`config.mk`:
```
export PLATFORM = sky130hd
export DESIGN_NAME = oled_i2c_target
export DESIGN_NICKNAME = d
export VERILOG_FILES = /design/src/rtl/oled_i2c_target.sv
export SDC_FILE = /design/constraint.sdc
export NUM_CORES = 1
export LEC_CHECK = 0
export ABC_AREA = 1
export BUFFER_PORTS_ARGS = -buffer_cell sky130_fd_sc_hd__buf_2
export CAP_MARGIN = 0
export CORE_ASPECT_RATIO = 1.4
export CORE_UTILIZATION = 58
export CTS_BUF_LIST = sky130_fd_sc_hd__clkbuf_8
export DETAILED_ROUTE_END_ITERATION = 6
export HOLD_SLACK_MARGIN = 0.03
export PLACE_DENSITY_LB_ADDON = 0.08
export SYNTH_ARGS = -nofsm -noshare
export SYNTH_HDL_FRONTEND = slang
export SYNTH_SLANG_ARGS = --single-unit
```
`constraint.sdc`:
```
create_clock -name clk -period 2.2 [get_ports clk]
set_clock_uncertainty 0.1 [all_clocks]
set_input_delay 0 -clock clk [delete_from_list [all_inputs] [get_ports clk]]
set_output_delay 0 -clock clk [all_outputs]
set_load 0.02 [all_outputs]
```
`src/rtl/oled_i2c_target.sv`:
```
// oled_i2c_target: I2C target endpoint answering at CHIP_ADDR. Received write
// traffic is presented as a register-write strobe (pointer + data). The
// optional read path fetches bytes from an external register file.
//
// Optional feature macro: I2C_TARGET_READ_EN
//   defined   -> read transactions supported (rd_en / rd_addr / rd_data live)
//   undefined -> R=1 addresses are NACKed, rd_en / rd_addr tied to 0
//
// Ports:
//   clk, reset        system clock, async active-low reset
//   scl_in, sda_in    bus pad levels (clk must run >= 16x SCL)
//   sda_out           constant 0 (open-drain low level)
//   sda_oen           1 = pull SDA low, 0 = release
//   busy              addressed transaction in progress (ACKed address to STOP)
//   wr_en             one-cycle write strobe with wr_addr / wr_data
//   rd_en, rd_addr    one-cycle read-fetch strobe and fetch address
//   rd_data           fetched register data, captured the cycle after rd_en
module oled_i2c_target #(
  parameter logic [6:0] CHIP_ADDR = 7'h3C
) (
  input  logic       clk,
  input  logic       reset,
  input  logic       scl_in,
  input  logic       sda_in,
  output logic       sda_out,
  output logic       sda_oen,
  output logic       busy,
  output logic       wr_en,
  output logic [7:0] wr_addr,
  output logic [7:0] wr_data,
  output logic       rd_en,
  output logic [7:0] rd_addr,
  input  logic [7:0] rd_data
);

  localparam int unsigned BYTE_W = 8;
  localparam int unsigned CNT_W  = 4;
  localparam int unsigned SYNC_W = 3;

  typedef enum logic [3:0] {
    IDLE      = 4'd0,
    ADDR      = 4'd1,
    ADDR_ACK  = 4'd2,
    REG       = 4'd3,
    REG_ACK   = 4'd4,
    WDATA     = 4'd5,
    WDATA_ACK = 4'd6,
`ifdef I2C_TARGET_READ_EN
    RDATA     = 4'd7,
    RDATA_ACK = 4'd8,
`endif
    IGNORE    = 4'd9
  } state_e;

  // [0],[1] synchronize, [2] is the previous synchronized level for edge detection
  logic [SYNC_W-1:0] scl_sync_q;
  logic [SYNC_W-1:0] sda_sync_q;

  state_e             state_q, state_d;
  logic [CNT_W-1:0]   cnt_q, cnt_d;
  logic [BYTE_W-1:0]  shift_q, shift_d;
  logic [BYTE_W-1:0]  ptr_q, ptr_d;
  logic               sda_oen_q, sda_oen_d;
  logic               busy_q, busy_d;
  logic               wr_en_q, wr_en_d;
  logic [BYTE_W-1:0]  wr_addr_q, wr_addr_d;
  logic [BYTE_W-1:0]  wr_data_q, wr_data_d;
`ifdef I2C_TARGET_READ_EN
  logic               rd_en_q, rd_en_d;
  logic               fetch_q, fetch_d;
  logic [BYTE_W-1:0]  rd_addr_q, rd_addr_d;
`endif

  logic scl_s_c, scl_p_c, sda_s_c, sda_p_c;
  logic scl_rise_c, scl_fall_c, start_c, stop_c, byte_done_c;
  logic [BYTE_W-1:0] byte_in_c;

  // Bus event decode on synchronized levels
  always_comb begin
    scl_s_c     = scl_sync_q[1];
    scl_p_c     = scl_sync_q[2];
    sda_s_c     = sda_sync_q[1];
    sda_p_c     = sda_sync_q[2];
    scl_rise_c  = scl_s_c & ~scl_p_c;
    scl_fall_c  = ~scl_s_c & scl_p_c;
    start_c     = scl_s_c & scl_p_c & sda_p_c & ~sda_s_c;
    stop_c      = scl_s_c & scl_p_c & ~sda_p_c & sda_s_c;
    byte_in_c   = {shift_q[6:0], sda_s_c};
    byte_done_c = (cnt_q == CNT_W'(BYTE_W));
  end

  // Next-state and output logic; START/STOP override any bit operation
  always_comb begin
    state_d   = state_q;
    cnt_d     = cnt_q;
    shift_d   = shift_q;
    ptr_d     = ptr_q;
    sda_oen_d = sda_oen_q;
    busy_d    = busy_q;
    wr_en_d   = 1'b0;
    wr_addr_d = wr_addr_q;
    wr_data_d = wr_data_q;
`ifdef I2C_TARGET_READ_EN
    rd_en_d   = 1'b0;
    fetch_d   = rd_en_q;
    rd_addr_d = rd_addr_q;
`endif

    if (stop_c) begin
      state_d   = IDLE;
      cnt_d     = '0;
      sda_oen_d = 1'b0;
      busy_d    = 1'b0;
    end else if (start_c) begin
      state_d   = ADDR;
      cnt_d     = '0;
      sda_oen_d = 1'b0;
    end else begin
      case (state_q)
        ADDR: begin
          if (scl_rise_c && !byte_done_c) begin
            shift_d = byte_in_c;
            cnt_d   = cnt_q + CNT_W'(1);
          end else if (scl_fall_c && byte_done_c) begin
            cnt_d = '0;
            if (shift_q[7:1] != CHIP_ADDR) begin
              state_d = IGNORE;
`ifndef I2C_TARGET_READ_EN
            end else if (shift_q[0]) begin
              // reads not built: leave SDA released so the master sees NACK
              state_d = IGNORE;
`endif
            end else begin
              state_d   = ADDR_ACK;
              sda_oen_d = 1'b1;
              busy_d    = 1'b1;
            end
          end
        end

        ADDR_ACK: begin
          if (scl_fall_c) begin
            sda_oen_d = 1'b0;
            state_d   = REG;
`ifdef I2C_TARGET_READ_EN
            if (shift_q[0]) begin
              state_d   = RDATA;
              rd_en_d   = 1'b1;
              rd_addr_d = ptr_q;
            end
`endif
          end
        end

        REG: begin
          if (scl_rise_c && !byte_done_c) begin
            shift_d = byte_in_c;
            cnt_d   = cnt_q + CNT_W'(1);
            if (cnt_q == CNT_W'(BYTE_W - 1)) ptr_d = byte_in_c;
          end else if (scl_fall_c && byte_done_c) begin
            cnt_d     = '0;
            state_d   = REG_ACK;
            sda_oen_d = 1'b1;
          end
        end

        REG_ACK: begin
          if (scl_fall_c) begin
            sda_oen_d = 1'b0;
            state_d   = WDATA;
          end
        end

        WDATA: begin
          if (scl_rise_c && !byte_done_c) begin
            shift_d = byte_in_c;
            cnt_d   = cnt_q + CNT_W'(1);
            if (cnt_q == CNT_W'(BYTE_W - 1)) begin
              wr_en_d   = 1'b1;
              wr_addr_d = ptr_q;
              wr_data_d = byte_in_c;
            end
          end else if (scl_fall_c && byte_done_c) begin
            cnt_d     = '0;
            state_d   = WDATA_ACK;
            sda_oen_d = 1'b1;
          end
        end

        WDATA_ACK: begin
          if (scl_fall_c) begin
            sda_oen_d = 1'b0;
            ptr_d     = ptr_q + 8'd1;
            state_d   = WDATA;
          end
        end

`ifdef I2C_TARGET_READ_EN
        RDATA: begin
          if (fetch_q) begin
            // fetched byte arrives: present MSB during the current SCL-low phase
            shift_d   = rd_data;
            sda_oen_d = ~rd_data[7];
            cnt_d     = '0;
          end else if (scl_fall_c) begin
            if (cnt_q == CNT_W'(BYTE_W - 1)) begin
              state_d   = RDATA_ACK;
              sda_oen_d = 1'b0;
              cnt_d     = '0;
            end else begin
              shift_d   = {shift_q[6:0], 1'b0};
              sda_oen_d = ~shift_q[6];
              cnt_d     = cnt_q + CNT_W'(1);
            end
          end
        end

        RDATA_ACK: begin
          // cnt == BYTE_W marks a sampled master ACK awaiting the SCL fall
          if (scl_rise_c) begin
            if (sda_s_c) state_d = IGNORE;
            else         cnt_d   = CNT_W'(BYTE_W);
          end else if (scl_fall_c && byte_done_c) begin
            cnt_d     = '0;
            ptr_d     = ptr_q + 8'd1;
            rd_en_d   = 1'b1;
            rd_addr_d = ptr_q + 8'd1;
            state_d   = RDATA;
          end
        end
`endif

        IDLE, IGNORE: begin
          sda_oen_d = 1'b0;
        end

        default: begin
          state_d   = IDLE;
          sda_oen_d = 1'b0;
        end
      endcase
    end
  end

  // State and output registers; synchronizers reset to the idle bus level
  always_ff @(posedge clk or negedge reset) begin
    if (!reset) begin
      scl_sync_q <= '1;
      sda_sync_q <= '1;
      state_q    <= IDLE;
      cnt_q      <= '0;
      shift_q    <= '0;
      ptr_q      <= '0;
      sda_oen_q  <= 1'b0;
      busy_q     <= 1'b0;
      wr_en_q    <= 1'b0;
      wr_addr_q  <= '0;
      wr_data_q  <= '0;
`ifdef I2C_TARGET_READ_EN
      rd_en_q    <= 1'b0;
      fetch_q    <= 1'b0;
      rd_addr_q  <= '0;
`endif
    end else begin
      scl_sync_q <= {scl_sync_q[SYNC_W-2:0], scl_in};
      sda_sync_q <= {sda_sync_q[SYNC_W-2:0], sda_in};
      state_q    <= state_d;
      cnt_q      <= cnt_d;
      shift_q    <= shift_d;
      ptr_q      <= ptr_d;
      sda_oen_q  <= sda_oen_d;
      busy_q     <= busy_d;
      wr_en_q    <= wr_en_d;
      wr_addr_q  <= wr_addr_d;
      wr_data_q  <= wr_data_d;
`ifdef I2C_TARGET_READ_EN
      rd_en_q    <= rd_en_d;
      fetch_q    <= fetch_d;
      rd_addr_q  <= rd_addr_d;
`endif
    end
  end

  assign sda_out = 1'b0;
  assign sda_oen = sda_oen_q;
  assign busy    = busy_q;
  assign wr_en   = wr_en_q;
  assign wr_addr = wr_addr_q;
  assign wr_data = wr_data_q;

`ifdef I2C_TARGET_READ_EN
  assign rd_en   = rd_en_q;
  assign rd_addr = rd_addr_q;
`else
  logic unused_rd_data_c;
  assign unused_rd_data_c = ^rd_data;
  assign rd_en   = 1'b0;
  assign rd_addr = '0;
`endif

endmodule

```
# Yosys cells after proc, flatten, opt, wreduce, memory -nomap -nowiden
# Index checks and enable logic that the tools add are counted.
dict set report word_totals {
  latchBits 0
  in_bits 12
  wordCells 118
  ram_bits 0
  ff_bits 49
  output_inout_bits 29
  mem_bits_ro 0
  mem_count 0
}
dict set report classes {
  magnitude_cmp 0
  n_mux 40
  reduce_logical 21
  bitwise_logic 13
  eq_ne 31
  add_sub_neg 2
  mul 0
  n_shift 0
  div 0
}
# operator count
set ops {}
lappend ops {{$mux 4} 17}
lappend ops {{$ne 4x4->1 const B} 10}
lappend ops {{$mux 8} 3}
lappend ops {{$pmux 4 s6} 1}
lappend ops {{$mux 1} 17}
lappend ops {{$eq 4x3->1 const B} 4}
lappend ops {{$pmux 8 s2} 1}
lappend ops {{$ne 4x1->1 const B} 3}
lappend ops {{$reduce_and 6->1} 2}
lappend ops {{$ne 2x2->1 const B} 5}
lappend ops {{$reduce_and 9->1} 1}
lappend ops {{$add 8x1->8 const B} 1}
lappend ops {{$eq 4x2->1 const B} 2}
lappend ops {{$eq 4x4->1 const B} 2}
lappend ops {{$and 1x1->1} 7}
lappend ops {{$ne 7x6->1 const B} 1}
lappend ops {{$reduce_and 7->1} 1}
lappend ops {{$not 1->1} 6}
lappend ops {{$reduce_bool 2->1} 3}
lappend ops {{$reduce_or 2->1} 3}
lappend ops {{$reduce_or 3->1} 2}
lappend ops {{$reduce_and 5->1} 1}
lappend ops {{$add 4x1->4 const B} 1}
lappend ops {{$eq 4x1->1 const B} 1}
lappend ops {{other kinds (10)} 12}

# Depth between registers and ports, before layout
# Gate-level depths: netlist of the first run.
dict set report depth {
  ltp_word 8
  ltp_mapped 10
  ltp_nobuf 10
}

# Least setup slack after synthesis of the first run
# OpenSTA, ideal clock, no wires.
dict set report synth_timing {
  path_type {register -> register}
  startpoint {register cnt_q[0]}
  endpoint {register ptr_q[3]}
  synth_period_minus_slack_ns 1.540
  setup_ns 0.127
  stages_incl_launch_ff 10
  t_arrival_ns 1.313
  t_required_ns 1.973
  path_buffers 1
  path_slack_ns 0.660
  cell_sequence {dfrtp_1 inv_1 ha_1 nand3_1 nand3_2 nand2_1 nand2_1 nor2_4 buf_6 o21ai_0}
}
dict set report synth_via {
  elab_chain_len 5
  word_cells_on_any_way 7
  classes_between {eq/ne (4); reduce/logical (3)}
}
# element line_no
set synth_rtl {}
lappend synth_rtl {{start: declaration} 60} ;# logic [CNT_W-1:0] cnt_q, cnt_d;
lappend synth_rtl {{start signal: assignment} 268} ;# cnt_q <= cnt_d;
lappend synth_rtl {{$eq 4x4->1} 89} ;# byte_done_c = (cnt_q == CNT_W'(BYTE_W));
lappend synth_rtl {{$logic_not 1->1} 156} ;# if (scl_rise_c && !byte_done_c) begin
lappend synth_rtl {{$logic_and 1x1->1} 156}
lappend synth_rtl {{$ne 2x2->1 (no line)} n/a}
lappend synth_rtl {{$reduce_and 6->1 (no line) *} n/a}
lappend synth_rtl {{end signal: assignment} 270} ;# ptr_q <= ptr_d;
lappend synth_rtl {{end: declaration} 62} ;# logic [BYTE_W-1:0] ptr_q, ptr_d;
# Mark *: on every way between the ends. The rest lies on a longest branch, timed or not.
# A chain may end at the register's enable or synchronous reset.

# Final worst setup path of the first run
dict set report layout_timing {
  startpoint {register cnt_q[0]}
  endpoint {register ptr_q[5]}
}
# The elaborated chain is that of the path after synthesis.

==> results.py, run 1 <==
metrics = {
    "cts": {
        "cts_buffers": 5,
        "clkSlewWorstSetupHoldPaths_ns": 0.09,
        "root_buffer": "clkbuf_8",
        "clock_path_buffers": 2,
        "cts_tree": "yes",
        "numClockSinks": 49,
        "clock_latency_ns": 0.30,
        "post_cts_buffers": 0,
        "htreeDepth": 2,
    },
    "outcome": {
        "status": "complete, no violations",
    },
    "power_and_ir_drop": {
        "p_int_mw": 1.37,
        "netSwitchingPower_uw": 620,
        "power_mw": 1.99,
        "ir_drop_mv": 0.588,
        "combPwrFrac_pct": 19.8,
        "p_sw_share_pct": 31.2,
        "pwr-share-clk_pct": 28.6,
        "p_leak_nw": 1.44,
        "seqPwrFrac_pct": 51.6,
        "powerDensity_mw_per_mm2": 710,
    },
    "sta": {
        "fin_tns_setup_ns": 0,
        "max_freq_mhz": 558,
        "slew_headroom_pct": 60.1,
        "tightestPinTransition_ns": 0.598,
        "rsz0062_at_grt": "false",
        "min_period_ns": 1.79,
        "fin_ws_ns": 0.406,
        "finalCritPeriodShare_pct": 81.5,
        "hold_viol_final": 0,
        "holdWs_ns": 0.212,
        "slew_violations": 0,
        "finalSetupViolCount": 0,
    },
    "route": {
        "first_pass_iters": 4,
        "post_drt_wl_per_cell_microns": 11.8,
        "vias": 1927,
        "drc": 0,
        "antenna_left": 0,
        "totalWireLength_microns": 4710,
        "drtIter0Drc": 119,
        "avgViaCountPerCell": 4.84,
    },
    "critical_path": {
        "crit_chain": "inv_1 > ha_1 > nand3_1 > nand3_2 > nand2_1 > nand2_1 > nor2_4 > inv_1 > nand2_1 > nand2_1",
        "cpPeakStageDelay_ns": 0.38,
        "arrival_ns": 1.88,
        "critPathTopFamily": "simple AND/OR/NAND/NOR gates",
        "cp_num_buf_inv": 2,
        "worstSetupPathType": "flop to flop",
        "cp.depth": 10,
        "r2r_slack_ns": 0.41,
        "critPathMaxFanout": 15,
        "cp_slowest_cell": "dfrtp_1",
        "r2r-start": "cnt_q[0]",
        "cp-start-kind": "flop",
        "end_kind": "flop",
        "critPathRequiredTime_ns": 2.29,
        "reg2reg_to": "ptr_q[5]",
        "cp_common_cell": "nand2_1",
        "r2r_cells": 10,
    },
    "finish": {
        "syn2layout_area_growth_pct": 9.60,
        "fin_cells": 398,
        "layout_common_cells": "96 x nand2_1, 43 x dfrtp_1, 38 x inv_1",
        "insertedDiodeCount": 0,
        "fin_nets": 352,
        "mostFrequentLayoutCell": "nand2_1",
        "drive_above_1_share_pct": 21.0,
    },
    "yosys": {
        "syn-cell-area_sq_mm": 0.00255,
        "yosysUniqueCellTypes": 27,
        "async_flop_share_pct": 100,
        "synth_seq_cells": 49,
        "syn_inst": 309,
        "ys_top_cells_by_area": "dfrtp_1 42%, nand2_1 14%, dfstp_2 6.2%, o21ai_2 5.8%, o21ai_0 5.7%",
        "ys_seq_area_share_pct": 48.3,
        "synth_top_area_cell": "dfrtp_1",
        "syn_avg_cell_area_sq_um": 8.27,
        "ys_warn_count": 0,
        "netlist.area_leader.share_pct": 42.1,
        "synth_edf_count": 0,
        "synth_flop_cell": "dfrtp_1",
    },
    "die": {
        "core_sq_mm": 0.00424,
        "start_util_pct": 60.3,
        "rows": 28,
        "die_h_microns": 80.5,
        "die_w_microns": 58.1,
        "ios": 41,
        "die-area_sq_mm": 0.00468,
    },
    "placement": {
        "dp.cells": 387,
        "place_ws_ns": 0.409,
        "place.gp.congestion": 0.846,
        "dp_hpwl_microns": 3410,
        "io_buffer_count": 22,
    },
    "flow_run": {
        "cap_violations": 0,
    },
    "grt": {
        "grt-ovfl-total": 0,
        "antenna_found_initial": 0,
        "grt_pass1_vias": 1796,
        "gr-usage-all-layers_pct": 22.3,
        "grt_max_degree": 50,
        "grt_first_pass_wirelength_microns": 7930,
    },
    "worst_hold_path": {
        "hold_path.class": "input pin to async pin",
    },
}
## kinds of logic after synthesis
group	count (synthesis)	share of synthesized area [%]
DFF	49	48.3
and+or+nand+nor	147	25.4
other	1	0.147
AOI/OAI and AO/OA	48	11.9
xor gates and xnor gates	3	1.03
buffers and inverters	58	11.8
adders and majority gates	3	1.47
## power by group through the flow
stage          sequential, mW  combinational, mW  clock, mW
6_report                 1.03              0.393      0.569
5_1_grt                  1.03              0.457      0.616
4_1_cts                  1.02              0.396      0.592
3_5_place_dp             1.04              0.391          0
3_3_place_gp             1.04              0.388          0
2_1_floorplan            1.04              0.305          0
## per-layer routing
metal	routed length (microns)	GRT usage [%]	share of wire [%]	up-vias
li1	-	-	-	999
met5	0	0	0	-
met2	2550	40.5	54	19
met3	73	3.38	1.5	9
met1	2000	26.0	42	900
met4	90	8.57	1.9	0
## flip-flops by register name, indices dropped and copies added (netlist names)
signal      cells
ptr_q           8
shift_q         8
wr_addr         8
wr_data         8
cnt_q           4
state_q         4
scl_sync_q      3
sda_sync_q      3
busy            1
sda_oen         1
wr_en           1
## Yosys cell counts, types with 3 or more instances
cell / n
buf_4: 10
buf_6: 6
dfrtp_1: 43
dfstp_2: 6
ha_1: 3
inv_1: 38
inv_2: 3
nand2_1: 96
nand2_2: 4
nand3_1: 19
nand4_1: 5
nor2_1: 14
o21ai_0: 29
o21ai_2: 17
## final cells by class
cell class | instances | area (sq um)
inverters | 41 | 154
flip-flops and latches | 49 | 1230
fillers | 378 | 1440
multi-input cells | 211 | 1050
repair buffers | 29 | 183
clock buffers | 7 | 96.3
clock inverters | 1 | 5.00
well taps | 60 | 75.1
## how the worst max path moves through the flow
stage                         from  endpoint  slack (ns)
after floorplan           cnt_q[0]  ptr_q[3]        0.66
after global placement    cnt_q[0]  ptr_q[7]        0.44
after detailed placement  cnt_q[0]  ptr_q[5]        0.41
after CTS                 cnt_q[0]  ptr_q[5]        0.40
after global routing      cnt_q[0]  ptr_q[5]        0.24
final                     cnt_q[0]  ptr_q[5]        0.41
## per-stage QoR
| stage | util (%) | instance area (sq um) |
|---|---|---|
| finish | 66.1 | 2800 |
| global route | 66.1 | 2800 |
| CTS | 66.1 | 2800 |
| detailed placement | 63.0 | 2670 |
| global placement | 63.0 | 2670 |
| floorplan | - | 2590 |
## worst min-delay path: stages
cell	delay (ns)
dlygate4sd3_1	0.52
buf_2	0.09
buf_4	0.47
## timing repair
item,4_1_cts,5_1_grt
hold endpoints to repair,45,0
endpoints found under the setup margin,0,0
hold buffers,3,0
resized for setup,0,0
(Power assumes the default switching activity.)
==> run 2: changes to the inputs <==
==> constraint.sdc (replaced) <==
create_clock -name clk -period 1.7 [get_ports clk]
set_clock_uncertainty 0.1 [all_clocks]
set_input_delay 0 -clock clk [delete_from_list [all_inputs] [get_ports clk]]
set_output_delay 0 -clock clk [all_outputs]
set_load 0.02 [all_outputs]
==> run 2 against run 1 <==
Net effect: register-to-register slack got worse by 0.37 ns; largest cell class unchanged; power rose by 32%; global-route usage is 1.2 points higher.
==> results.py, run 2 (synthesis gave the netlist of run 1 again) <==
metrics = {
    "power_and_ir_drop": {
        "ir_drop_mv": 0.618,
        "powerDensity_mw_per_mm2": 854,
        "power_mw": 2.63,
        "p_leak_nw": 1.57,
    },
    "finish": {
        "fin_nets": 371,
        "fin_cells": 417,
        "final_area_sq_mm": 0.00308,
        "insertedDiodeCount": 0,
        "drive_above_1_share_pct": 28.0,
        "fillers": 334,
        "syn2layout_area_growth_pct": 20.4,
        "mostFrequentLayoutCell": "nand2_1",
        "layout_common_cells": "92 x nand2_1, 43 x dfrtp_1, 38 x inv_1",
    },
    "grt": {
        "grt_use_met1_pct": 29.8,
        "grt-ovfl-total": 0,
        "gr-usage-all-layers_pct": 23.5,
        "grt-busiest-layer": "met2",
        "grt_first_pass_wirelength_microns": 8180,
        "grtUsageMet3_pct": 3.38,
        "use_met2_pct": 39.8,
        "grt_max_degree": 41,
        "grt_pass1_vias": 1797,
        "antenna_found_initial": 0,
    },
    "cts": {
        "clock_latency_ns": 0.30,
        "cts_tree": "yes",
        "root_buffer": "clkbuf_8",
        "cts_buffers": 5,
        "clock_path_buffers": 2,
        "htreeDepth": 2,
        "clkSlewWorstSetupHoldPaths_ns": 0.09,
        "numClockSinks": 49,
    },
    "critical_path": {
        "end_kind": "flop",
        "cp-start-kind": "flop",
        "arrival_ns": 1.81,
        "cp_slowest_cell": "dfrtp_1",
        "r2r_cells": 11,
        "critPathRequiredTime_ns": 1.85,
        "worstSetupPathType": "flop to flop",
        "cpPeakStageDelay_ns": 0.38,
        "crit_chain": "inv_2 > ha_4 > nand3_4 > buf_6 > nand3_4 > nand2_2 > nand2_2 > nor2_4 > clkbuf_16 > nand3_2 > nand2_1",
        "critPathMaxFanout": 6,
    },
    "placement": {
        "dp.cells": 397,
        "io_buffer_count": 22,
        "dp_hpwl_microns": 3530,
        "placed_area_sq_mm": 0.00277,
        "place_ws_ns": 0.0537,
        "place.gp.congestion": 0.842,
    },
    "sta": {
        "slew_violations": 0,
        "finalCritPeriodShare_pct": 98.0,
        "max_freq_mhz": 601,
        "fin_ws_ns": 0.0348,
        "min_period_ns": 1.67,
        "fin_tns_setup_ns": 0,
        "finalSetupViolCount": 0,
        "hold_viol_final": 0,
        "rsz0062_at_grt": "true",
    },
    "die": {
        "core_sq_mm": 0.00424,
        "die_h_microns": 80.5,
        "ios": 41,
        "start_util_pct": 60.3,
        "die_w_microns": 58.1,
        "die-area_sq_mm": 0.00468,
        "rows": 28,
    },
    "route": {
        "first_pass_iters": 4,
        "drc": 0,
        "avgViaCountPerCell": 4.88,
        "antenna_left": 0,
        "totalWireLength_microns": 5360,
        "post_drt_wl_per_cell_microns": 12.8,
        "drtIter0Drc": 97,
        "vias": 2035,
    },
    "flow_run": {
        "cap_violations": 0,
    },
    "outcome": {
        "status": "complete, no violations",
    },
    "worst_hold_path": {
        "hold_path.class": "input pin to async pin",
    },
}
-- run 2: cell count changes in the layout (fill, tap and decap cells not counted), sizes merged --
cell	previous run	this run
inv	41	43
buf	26	41
dlygate4sd3	3	4
clkbuf	7	8
-- run 2: stage by stage --
stage	util, %	hold WS, ns
6_report	72.6	0.112
5_1_grt	72.6	0.149
4_1_cts	68.2	0.125
3_5_place_dp	65.3	-0.213
3_3_place_gp	65.3	-0.219
2_1_floorplan	-	-0.396
-- run 2: cell type report --
class / instances / area (sq um) / area share, %
multi-input cells: 211 / 1120 / 36.5
clock inverters: 3 / 12.5 / 0.407
inverters: 41 / 154 / 5.00
repair buffers: 48 / 409 / 13.3
well taps: 60 / 75.1 / 2.44
flip-flops and latches: 49 / 1230 / 40.1
clock buffers: 5 / 68.8 / 2.24
-- run 2: repair_timing --
action                                 in CTS  in global routing
setup buffers                               0                  5
gates resized for setup                     0                 21
endpoints found under the hold margin      51                  0
setup endpoints to repair                   0                 40
hold buffers                                4                  0
-- run 2: worst max-delay path, delay by kind of cell (launching register included) --
| kind | cells | cell delay [ns] |
|---|---|---|
| buf+inv | 3 | 0.37 |
| simple gates | 7 | 0.61 |
| fa+ha+maj | 1 | 0.16 |
| flops | 1 | 0.38 |
-- run 2: per-layer routing --
metal	wire length [microns]	share of wire, %	vias up
li1	-	-	1040
met1	2270	42	959
met2	2850	53	28
met3	136	2.5	8
met4	103	1.9	0
met5	0	0	-
-- run 2: worst paths after layout --
check / startpoint / endpoint / slack (ns)
min in group clk: sda_in / sda_sync_q[0] / 0.24
max reg2reg: cnt_q[1] / ptr_q[5] / 0.03
max in group asynchronous: reset / wr_data[2] / 0.57
max: cnt_q[1] / ptr_q[5] / 0.03
min reg2reg: scl_sync_q[0] / scl_sync_q[1] / 0.26
min: reset / cnt_q[2] / 0.11
-- run 2: power breakdown --
group | total, mW | switching [mW] | internal, mW
clock network | 0.646 | 0.368 | 0.277
registers | 1.31 | 0.0610 | 1.25
logic | 0.666 | 0.427 | 0.239
total | 2.63 | 0.856 | 1.77
